$ cat config.mk
export PLATFORM = sky130hd
export DESIGN_NAME = csa_accumulator
export DESIGN_NICKNAME = d
export VERILOG_FILES = /design/src/rtl/csa_pkg.sv /design/src/rtl/csa_3to2.sv /design/src/rtl/full_adder.sv /design/src/rtl/csa_accumulator.sv
export SDC_FILE = /design/constraint.sdc
export NUM_CORES = 1
export LEC_CHECK = 0
export ABC_CLOCK_PERIOD_IN_PS = 3300
export CORE_MARGIN = 4
export CORE_UTILIZATION = 45
export CTS_CLUSTER_DIAMETER = 200
export DETAILED_ROUTE_END_ITERATION = 8
export GPL_TIMING_DRIVEN = 0
export PLACE_DENSITY = 0.73
export REMOVE_ABC_BUFFERS = 1
export SETUP_SLACK_MARGIN = 0.5
export SLEW_MARGIN = 20
export SYNTH_ARGS = -nofsm -noshare
export SYNTH_HDL_FRONTEND = slang
export SYNTH_SLANG_ARGS = --single-unit
$ cat constraint.sdc
create_clock -name clk -period 3.3 [get_ports clk]
set_clock_uncertainty 0.2 [all_clocks]
set_input_delay 0.66 -clock clk [delete_from_list [all_inputs] [get_ports clk]]
set_output_delay 0.66 -clock clk [all_outputs]
set_load 0.05 [all_outputs]
$ cat src/rtl/csa_pkg.sv
// csa_pkg: shared definitions for the carry-save accumulator.
//   state_t : FSM state encoding (ACCUM, RESOLVE, DONE).
//   nch()   : number of carry-propagate chunks, ACC_W / CHUNK.
package csa_pkg;

  typedef enum logic [1:0] {
    ACCUM   = 2'd0,
    RESOLVE = 2'd1,
    DONE    = 2'd2
  } state_t;

  function automatic int nch(input int acc_w, input int chunk);
    return acc_w / chunk;
  endfunction

endpackage

$ cat src/rtl/csa_3to2.sv
// csa_3to2: combinational W-bit 3:2 compressor (carry-save adder).
//   a, b, c : three W-bit input vectors
//   sum     : bitwise sum vector
//   carry   : bitwise carry vector, NOT shifted; caller applies the << 1
module csa_3to2 #(
  parameter int W = 8
) (
  input  logic [W-1:0] a,
  input  logic [W-1:0] b,
  input  logic [W-1:0] c,
  output logic [W-1:0] sum,
  output logic [W-1:0] carry
);

  for (genvar i = 0; i < W; i++) begin : g_bit
    full_adder u_fa (
      .a  (a[i]),
      .b  (b[i]),
      .ci (c[i]),
      .s  (sum[i]),
      .co (carry[i])
    );
  end

endmodule

$ cat src/rtl/full_adder.sv
// full_adder: gate-level 1-bit full adder cell.
//   a, b, ci : addend bits and carry-in
//   s, co    : sum bit and carry-out
module full_adder (
  input  logic a,
  input  logic b,
  input  logic ci,
  output logic s,
  output logic co
);

  assign s  = a ^ b ^ ci;
  assign co = (a & b) | (a & ci) | (b & ci);

endmodule

$ cat src/rtl/csa_accumulator.sv
// csa_accumulator: streaming multi-operand adder using carry-save arithmetic.
// Operands fold into a redundant S/C pair with one 3:2 compression per beat.
// On the last beat, the pair is resolved CHUNK bits per cycle into R.
//   clk, rst                    : clock, async active-high reset
//   in_valid/in_ready/in_data   : operand stream (WIDTH bits, zero-extended)
//   in_last                     : final operand of a burst
//   out_valid/out_ready         : result handshake
//   out_sum                     : burst sum mod 2^ACC_W
//   out_cnt                     : operand count mod 2^CNT_W
module csa_accumulator
  import csa_pkg::*;
#(
  parameter int WIDTH = 3,
  parameter int ACC_W = 8,
  parameter int CHUNK = 4,
  parameter int CNT_W = 8
) (
  input  logic             clk,
  input  logic             rst,
  input  logic             in_valid,
  output logic             in_ready,
  input  logic [WIDTH-1:0] in_data,
  input  logic             in_last,
  output logic             out_valid,
  input  logic             out_ready,
  output logic [ACC_W-1:0] out_sum,
  output logic [CNT_W-1:0] out_cnt
);

  localparam int NCH   = nch(ACC_W, CHUNK);
  localparam int IDX_W = (NCH > 1) ? $clog2(NCH) : 1;
  localparam logic [IDX_W-1:0] LAST_IDX = IDX_W'(NCH - 1);

  state_t           state;
  logic [ACC_W-1:0] s_q, c_q, r_q;
  logic [CNT_W-1:0] cnt;
  logic [IDX_W-1:0] idx;
  logic             cin;

  logic [ACC_W-1:0] x, csa_s, csa_c;
  logic [CHUNK-1:0] s_chunk, c_chunk;
  logic [CHUNK:0]   chunk_sum;
  logic             accept;

  // Handshake flags come straight from the state register.
  assign in_ready  = (state == ACCUM);
  assign out_valid = (state == DONE);
  assign out_sum   = r_q;
  assign out_cnt   = cnt;

  assign accept = in_valid && in_ready;
  assign x      = ACC_W'(in_data);

  csa_3to2 #(.W(ACC_W)) u_csa (
    .a     (s_q),
    .b     (c_q),
    .c     (x),
    .sum   (csa_s),
    .carry (csa_c)
  );

  // One chunk of the carry-propagate resolve.
  always_comb begin
    s_chunk   = s_q[idx*CHUNK +: CHUNK];
    c_chunk   = c_q[idx*CHUNK +: CHUNK];
    chunk_sum = {1'b0, s_chunk} + {1'b0, c_chunk} + (CHUNK+1)'(cin);
  end

  always_ff @(posedge clk or posedge rst) begin
    if (rst) begin
      state <= ACCUM;
      s_q   <= '0;
      c_q   <= '0;
      r_q   <= '0;
      cnt   <= '0;
      idx   <= '0;
      cin   <= 1'b0;
    end else begin
      case (state)
        ACCUM: begin
          if (accept) begin
            s_q <= csa_s;
            // Carry weight is one bit up; the bit shifted out is lost mod 2^ACC_W.
            c_q <= csa_c << 1;
            cnt <= cnt + CNT_W'(1);
            if (in_last) begin
              state <= RESOLVE;
              idx   <= '0;
              cin   <= 1'b0;
            end
          end
        end
        RESOLVE: begin
          r_q[idx*CHUNK +: CHUNK] <= chunk_sum[CHUNK-1:0];
          cin <= chunk_sum[CHUNK];
          idx <= idx + IDX_W'(1);
          if (idx == LAST_IDX) state <= DONE;
        end
        DONE: begin
          if (out_ready) begin
            state <= ACCUM;
            s_q   <= '0;
            c_q   <= '0;
            cnt   <= '0;
          end
        end
        default: state <= ACCUM;
      endcase
    end
  end

endmodule

# Word-level counts from Yosys, hierarchy flattened
# Index checks and enable logic that the tools add are counted.
[word_totals] inputBits=8 romBits=0 latch_bits=0 n_memories=0 output_inout_bits=18 elab_cells=76 regBits=36 mem_bits_rw=0
[classes] eq_ne=6 bitwise_logic=30 n_shift=4 addsub=5 div_mod_pow=0 magnitude_cmp=0 mux=17 n_reduce_logical=7 n_mul=0
[ops] op="case mux 8 bit (2 select lines)" n=3
[ops] op="negator 3 -> 34 bit" n=1
[ops] op="variable shift 4 x 34 -> 8 bit (first input constant)" n=1
[ops] op="variable part select 4 x 34 -> 8 bit" n=1
[ops] op="two-way mux 8 bit" n=4
[ops] op="variable part select 8 x 4 -> 4 bit" n=2
[ops] op="bitwise AND 1 bit" n=13
[ops] op="bitwise XOR 1 bit" n=11
[ops] op="adder 8 x 1 -> 8 bit (second input constant)" n=1
[ops] op="bitwise mux 8 bit" n=1
[ops] op="two-way mux 2 bit" n=4
[ops] op="!= test 2 x 1 -> 1 bit (second input constant)" n=3
[ops] op="OR 1 bit" n=6
[ops] op="case mux 2 bit (3 select lines)" n=1
[ops] op="AND reduction 3 bit" n=2
[ops] op="adder 4 x 4 -> 5 bit" n=1
[ops] op="adder 5 x 1 -> 5 bit" n=1
[ops] op="case mux 1 bit (2 select lines)" n=2
[ops] op="AND reduction 4 bit" n=1
[ops] op="nonzero test 2 bit" n=2
[ops] op="== test 2 x 1 -> 1 bit (second input constant)" n=1
[ops] op="== test 2 bit (second input constant)" n=1
[ops] op="zero test 2 bit" n=1
[ops] op="two-way mux 1 bit" n=2
[ops] op="3 further kinds" n=3

# Logic depth before layout (Yosys ltp)
# Gate-level depths: netlist of run 1.
[depth] word_depth=5 mapped_depth=8 ltp_nobuf=7

# Hierarchy
# Synthesis of run 1 repeated with hierarchy kept, for this count alone.
[hier_totals] hier_cells=156 area_unflattened_um2=1848.0
[by_module_without_submodules] module="csa_accumulator" area_per_inst_um2=1687.9 seq_area_each_um2=875.8 n_inst=1 cells_per_inst=148
[by_module_without_submodules] module="full_adder" area_per_inst_um2=20.0 seq_area_each_um2=0.0 n_inst=8 cells_per_inst=1

# Least setup slack after synthesis of run 1
# No wires, ideal clock.
[synth_path] path_type="register to register" startpoint="register idx" endpoint="register r_q[7], in the netlist out_sum[7]" slack_ps=1017 arrival_ps=1959 n_path_buf=1 path_stages_with_launch=7 setup_time_ps=124 period_less_slack_ps=2283 required_time_ps=2976 path_cell_list="dfrtp_1 > clkbuf_1 > mux2_2 > ha_1 > a21oi_1 > a211oi_1 > a211o_1"
[synth_between] elab_chain_len=5 elab_cells_between_ends=8 classes_between="3 x add/sub; 4 x shift; 1 x mux"
[synth_lines] element="start, declared" line_no="csa_accumulator.sv:37" rtl="logic [IDX_W-1:0] idx;"
[synth_lines] element="start signal, assigned" line_no="csa_accumulator.sv:96" rtl="idx <= idx + IDX_W'(1);"
[synth_lines] element="variable part select 8 x 4 -> 4 bit, on equally long branches" line_no="csa_accumulator.sv:64, csa_accumulator.sv:65"
[synth_lines] element="adder 4 x 4 -> 5 bit" line_no="csa_accumulator.sv:66" rtl="chunk_sum = {1'b0, s_chunk} + {1'b0, c_chunk} + (CHUNK+1)'(cin);"
[synth_lines] element="adder 5 x 1 -> 5 bit" line_no="csa_accumulator.sv:66"
[synth_lines] element="variable part select 4 x 34 -> 8 bit" line_no="csa_accumulator.sv:94" rtl="r_q[idx*CHUNK +: CHUNK] <= chunk_sum[CHUNK-1:0];"
[synth_lines] element="bitwise mux 8 bit *" line_no="csa_accumulator.sv:94"
[synth_lines] element="end signal, assigned by index" line_no="csa_accumulator.sv:94"
[synth_lines] element="end, declared" line_no="csa_accumulator.sv:35" rtl="logic [ACC_W-1:0] s_q, c_q, r_q;"
# Every way passes the cells marked *; elsewhere a longest branch is shown, timed or not.
# A chain may end at the register's enable or synchronous reset.

# Worst setup path in the final report of run 1
[layout_path] startpoint="register state[1]" endpoint="output in_ready"
[layout_between] elab_chain_len=1
[layout_lines] element="start, declared" line_no="csa_accumulator.sv:34" rtl="state_t state;"
[layout_lines] element="start signal, assigned" line_no="csa_accumulator.sv:71" rtl="state <= ACCUM;"
[layout_lines] element="start signal, assigned" line_no="csa_accumulator.sv:87" rtl="state <= RESOLVE;"
[layout_lines] element="start signal, assigned" line_no="csa_accumulator.sv:97" rtl="if (idx == LAST_IDX) state <= DONE;"
[layout_lines] element="zero test 2 bit" line_no="csa_accumulator.sv:46" rtl="assign in_ready = (state == ACCUM);"
[layout_lines] element="end, declared" line_no="csa_accumulator.sv:21" rtl="output logic in_ready,"
# No other way between the ends.

==> results of run 1 <==
## critical path: cells and delay by family (launching register included)
kind / cells / cell delay, ns
DFF: 1 / 0.52
and+or+nand+nor: 1 / 0.19
buffers and inverters: 1 / 0.82
## how the worst max path moves through the flow
stage,cells after the start,endpoint
after floorplan,5,out_sum[7]
after global placement,4,out_cnt[1]
after detailed placement,4,s_q[5]
after CTS,3,out_valid
after global routing,2,in_ready
final,2,in_ready
## registers in the layout (all words and copies together), names as in the netlist
signal and flops:
c_q 7, cin 1, idx 1, out_cnt 8, out_sum 8, s_q 8
state 2
## layout make-up
type / instances / area [um2]
fillers: 348 / 1615
repair buffers: 25 / 252.7
well taps: 48 / 60.06
multi-input cells: 105 / 840.8
inverters: 7 / 26.28
clock buffers: 6 / 72.57
flip-flops and latches: 35 / 875.8
## what timing repair did
action,in CTS,in global routing
gates resized for setup,1,1
setup endpoints to repair,15,1
buffers inserted,0,0
pin swaps,0,0
## metrics by stage
stage	power (mW)	worst slack, ns
after floorplan	1.451	1.161
after global placement	1.748	0.2326
after detailed placement	1.780	0.1458
after CTS	2.063	0.5863
after global routing	2.194	0.5769
final	2.040	0.6339
## power groups by stage
stage | sequential (mW) | combinational (mW) | clock [mW]
3_3_place_gp | 0.740 | 1.01 | 0
2_1_floorplan | 0.956 | 0.495 | 0
5_1_grt | 0.777 | 1.12 | 0.297
6_report | 0.747 | 1.02 | 0.271
3_5_place_dp | 0.753 | 1.03 | 0
4_1_cts | 0.748 | 1.04 | 0.279
## layer usage
layer	up-vias	global-route usage	wire, um
met5	-	0	0
met4	0	0.07098	56
met3	6	0.02699	97
met1	621	0.2062	1622
li1	620	-	-
met2	18	0.2194	1599
## cells in the mapped netlist, drive strengths merged
library cell	count	area share
nand4	3	0.011
nor3b	2	0.011
o31ai	3	0.013
inv	7	0.015
and4bb	1	0.0070
nand3	4	0.011
dfrtp	35	0.49
mux2	7	0.044
or3b	2	0.0099
nor4bb	1	0.0056
and3b	1	0.0049
xnor2	2	0.0099
clkbuf	5	0.011
buf	3	0.012
a22o	15	0.074
nand2	12	0.025
o21ai	11	0.031
a21oi	8	0.023
a211o	2	0.0099
ha	9	0.063
a21o	1	0.0042
nor2	3	0.0063
a31o	1	0.0049
a211oi	1	0.0042
or4	3	0.013
nand2b	2	0.0070
nand3b	3	0.013
or3	2	0.0078
fa	4	0.045
mux2i	2	0.011
## cells by family after synthesis
family	count (synthesis)
mux	9
xor+xnor	2
compound gates	42
buf+inv	15
simple gates	39
flops	35
fa+ha+maj	13
==> run summary, run 1 <==
WL/cell -> 14.93 um
Hold Path Depth -> 2
Ys Warns -> 0
Most common cell after layout, fill and taps aside -> dfrtp_1
Std cell rows -> 22
Maximum clock path buffer count -> 2
Root buffer cell -> clkbuf_8
Hold EP -> out_sum[4]
Lkg Pwr -> 0.9968 nW
Cell area after layout -> 0.002128 mm2
Switching share of power -> 0.4515
CP Class -> flip-flop to output port
Later-pin clock latency in the skew report -> 0.28 ns
Hold_buf cts -> 0
Synth Area in Simple Gates -> 0.1324
Final Hold Slack -> 0.2809 ns
Worst slew pin tran -> 0.9578 ns
Critical Path AT -> 1.81 ns
Antenna Cells -> 0
Setup TNS after final layout -> 0 ns
Max_slew headroom -> 0.3591
Grt total ovfl -> 0
Router iterations before antenna repair -> 4
Initial antenna violation count -> 0
Peak VDD IR -> 0.3557 mV
Drt drc -> 0
Setup crit start -> state[1]
Final ANT Viol Nets -> 0
Critical Path, Cell by Cell -> nor2_1 -> clkdlybuf4s50_1
HPWL after DPL -> 2505 um
Placed Cells -> 220
Largest net degree at the start of global routing -> 36
Seq/Total Area, Yosys -> 0.4930
Slowest library cell on the worst path -> clkdlybuf4s50_1
Post-synthesis adder-cell area fraction -> 0.1085
Die area -> 0.005018 mm2
Initial DRC count -> 64
Clock network fraction of total power -> 0.133
H-tree depth -> 2
Crit end category -> output port
Area after DPL -> 0.002047 mm2
Startpoint Class -> flip-flop
Most frequent cells in the layout -> 35 x dfrtp_1, 24 x clkdlybuf4s50_1, 15 x a22o_1, 12 x nand2_1, 11 x o21ai_0
Fin cells -> 226
Logic pwr share -> 0.501
Vias per cell -> 5.597
Netlist cell types -> 34
Min-delay worst type -> flip-flop to flip-flop
Period utilisation layout -> 0.8079
RSZ-0062 raised after global routing -> no
Final hold viol count -> 0
Chip width -> 70.84 um
XOR/XNOR share of the synthesized area -> 0.009859
Status -> finished, final reports clean
Final #Nets -> 200
Max Fanout on Critical Path -> 13
Setup Viol. Count Final -> 0
Number of synthesized register bits -> 35
Pins over their slew limit -> 0
Final Critical Period -> 2.666 ns
GR Util All Layers -> 0.1468
Cells after synthesis -> 155
Gp weighted congestion -> 0.7671
Int Power -> 1.119 mW
Maxcap violations -> 0
Starting density of the core -> 0.4746
Worst Path Required -> 2.44 ns
CTS tree -> yes
Die Ht -> 70.84 um
Fraction of layout instances using a drive strength above 1 -> 0.1011
R2r startpoint -> idx
Final WL -> 3375 um
Post-synthesis mux area share -> 0.05563
Slowest cell delay on critical path -> 0.82 ns
IO Port Bufs -> 25
Power Density -> 958.3 mW/mm2
First-pass GRT wire length -> 5871 um
Area growth syn-to-layout -> 19.79%
Vias in the first global route -> 1247
Final core utilization -> 0.5685
FF-to-FF path depth -> 5
Flop2flop setup slack -> 0.94 ns
Cell Area, Synth -> 0.001777 mm2
Largest family of logic cells by synthesized area -> compound AO/OA/AOI/OAI gates
NetSw -> 920.9 uW
Post-Syn Area per Cell -> 11.46 um2
CTS Buf Count -> 5
I/O pin total -> 26
Reg2reg end -> out_sum[7]
Clock transition at the registers of the reported paths -> 0.06 ns
Fmax -> 375.1 MHz
Hold Crit Start -> out_sum[4]
Post-synthesis compound-gate area fraction -> 0.1634
Vias -> 1265
Clk sink count -> 35
Register share of total power -> 0.366
Core area -> 0.003744 mm2
No activity file was read; power rests on OpenSTA's default activity.
==> run 2: changes to the inputs <==
Settings changed: ABC_CLOCK_PERIOD_IN_PS 3300 to 2700.
Clock period 3.3 ns to 2.7 ns, I/O delays scaled along.
==> run 2 against run 1 <==
Against the previous run: critical endpoint is now out_sum[0]; core utilization increased by 2.7 points; sequential power increased by 23%; worst hold slack about the same; register-to-register slack got worse by 0.37 ns; highest routed layer unchanged; largest cell class is now multi-input combinational cells; clock power increased by 23%; non-clock buffer count increased by 6; total power increased by 28%; combinational power increased by 32%; critical path depth decreased by 1.
==> run summary, run 2 (synthesis gave the netlist of run 1 again) <==
Clock transition at the registers of the reported paths -> 0.06 ns (about the same)
H-tree depth -> 2 (unchanged)
Final WL -> 3589 um (+6.3%)
Startpoint Class -> flip-flop
Initial antenna violation count -> 0 (unchanged)
Final ANT Viol Nets -> 0 (unchanged)
Final core utilization -> 0.5956 (+0.02707)
Crit end category -> output port
Max Fanout on Critical Path -> 2 (-11)
Core area -> 0.003744 mm2 (unchanged)
CTS Buf Count -> 5 (unchanged)
IO Port Bufs -> 25 (unchanged)
Most frequent cells in the layout -> 32 x dfrtp_1, 15 x a22o_1, 12 x nand2_1, 11 x o21ai_0
Antenna Cells -> 0 (unchanged)
Vias in the first global route -> 1278 (+2.5%)
Router iterations before antenna repair -> 4 (unchanged)
Filler instances -> 342 (-1.7%)
Later-pin clock latency in the skew report -> 0.28 ns (about the same)
Critical Path, Cell by Cell -> clkdlybuf4s50_1
CP Class -> flip-flop to output port
Fmax -> 462.0 MHz
Status -> finished, final reports clean
Worst slew pin tran -> 0.7065 ns (-0.2513 ns)
Final hold viol count -> 0 (unchanged)
Maximum clock path buffer count -> 2 (unchanged)
Chip width -> 70.84 um (unchanged)
Most common cell after layout, fill and taps aside -> dfrtp_1
Peak VDD IR -> 0.4828 mV (+36%)
Root buffer cell -> clkbuf_8
Setup TNS after final layout -> 0 ns (unchanged)
Final #Nets -> 206 (+3.0%)
Vias per cell -> 5.599 (about the same)
Final Critical Period -> 2.164 ns
Initial DRC count -> 84 (+31%)
Slowest library cell on the worst path -> clkdlybuf4s50_1
Min-delay worst type -> flip-flop to flip-flop
Final WS setup -> 0.5355 ns (-0.09837 ns)
Period utilisation layout -> 0.8016
Setup slack at placement -> -0.3342 ns (-0.4800 ns)
HPWL after DPL -> 2505 um (unchanged)
First-pass GRT wire length -> 5996 um (+2.1%)
Die Ht -> 70.84 um (unchanged)
CTS tree -> yes
Critical Path AT -> 1.42 ns (-0.39 ns)
Setup Viol. Count Final -> 0 (unchanged)
WP buf/inv -> 1 (unchanged)
Largest net degree at the start of global routing -> 36 (unchanged)
Multi-input logic area -> 888.4 um2 (+5.7%)
Pins over their slew limit -> 0 (unchanged)
Lkg Pwr -> 1.113 nW (+12%)
Worst Path Required -> 1.96 ns (-0.48 ns)
I/O pin total -> 26 (unchanged)
Maxcap violations -> 0 (unchanged)
Grt total ovfl -> 0 (unchanged)
Clk sink count -> 35 (unchanged)
Top delay family on crit path -> buffers and inverters
Gp weighted congestion -> 0.7671 (unchanged)
Area growth syn-to-layout -> 25.49%
Max_slew headroom -> 0.5283 (+0.1692)
Power Density -> 1168 mW/mm2 (+22%)
Register area -> 879.6 um2 (+0.43%)
Starting density of the core -> 0.4746 (unchanged)
Drt drc -> 0 (unchanged)
Die area -> 0.005018 mm2 (unchanged)
Fraction of layout instances using a drive strength above 1 -> 0.2011 (+0.09996)
Std cell rows -> 22 (unchanged)
WL/cell -> 15.47 um (+3.6%)
GR Util All Layers -> 0.1511 (+0.004232)
RSZ-0062 raised after global routing -> yes
Vias -> 1299 (+2.7%)
Slowest cell delay on critical path -> 0.80 ns (-0.02 ns)
run 2: changes by cell type in the layout (fill, tap and decap cells not counted), sizes merged:
cell	change
clkdlybuf4s50	-15
dlymetal6s2s	+4
buf	+6
clkdlybuf4s15	+2
dlygate4sd2	+9
run 2: layout make-up:
type,count,share of cell area
Inverter,7,0.01178
Clock buffer,6,0.03255
Timing Repair Buffer,31,0.1358
Sequential cell,35,0.3945
Tap cell,48,0.02694
Multi-Input combinational cell,105,0.3984
run 2: what timing repair did:
item,CTS,global route
hold buffers,0,0
pin swaps,0,3
setup endpoints to repair,35,11
cloned,0,0
setup buffers,6,0
gates resized for setup,20,16
run 2: metal layers:
layer	up-vias	GRT usage	part of all wire
met1	632	0.2092	0.46
met2	32	0.2297	0.48
li1	627	-	-
met4	0	0.07307	0.018
met5	-	0	0
met3	8	0.02699	0.041
run 2: path summary, 6_finish.rpt:
check	from	endpoint	slack, ns	cells past startpoint
hold reg to reg	out_sum[4]	out_sum[4]	0.28	2
min in group asynchronous	rst	s_q[3]	0.50	2
setup reg to reg	idx	out_sum[5]	0.57	6
max in group asynchronous	rst	idx	1.30	2
setup / recovery	out_sum[0]	out_sum[0]	0.54	1
hold / removal	out_sum[4]	out_sum[4]	0.28	2
run 2: where the power goes:
part           internal (mW)  switching [mW]  leakage [nW]
clock                  0.171           0.162        0.0371
combinational          0.546           0.809         0.617
sequential             0.708           0.207         0.459
total                   1.43            1.18          1.11
run 2: worst min-delay path, stage by stage, from the launching register on:
cell and delay, ns:
dfrtp_1 0.34, nand2_1 0.04, o21ai_0 0.06
run 2: per-stage QoR:
step / cell area (um2) / instances / hold slack, ns / total power [mW]
after floorplan: 1737 / 147 / 0.2718 / 1.774
after global placement: 2047 / 220 / 0.2602 / 2.136
after detailed placement: 2047 / 220 / 0.2763 / 2.176
after CTS: 2172 / 232 / 0.2906 / 2.555
after global routing: 2230 / 232 / 0.3008 / 2.784
final: 2230 / 232 / 0.2812 / 2.604
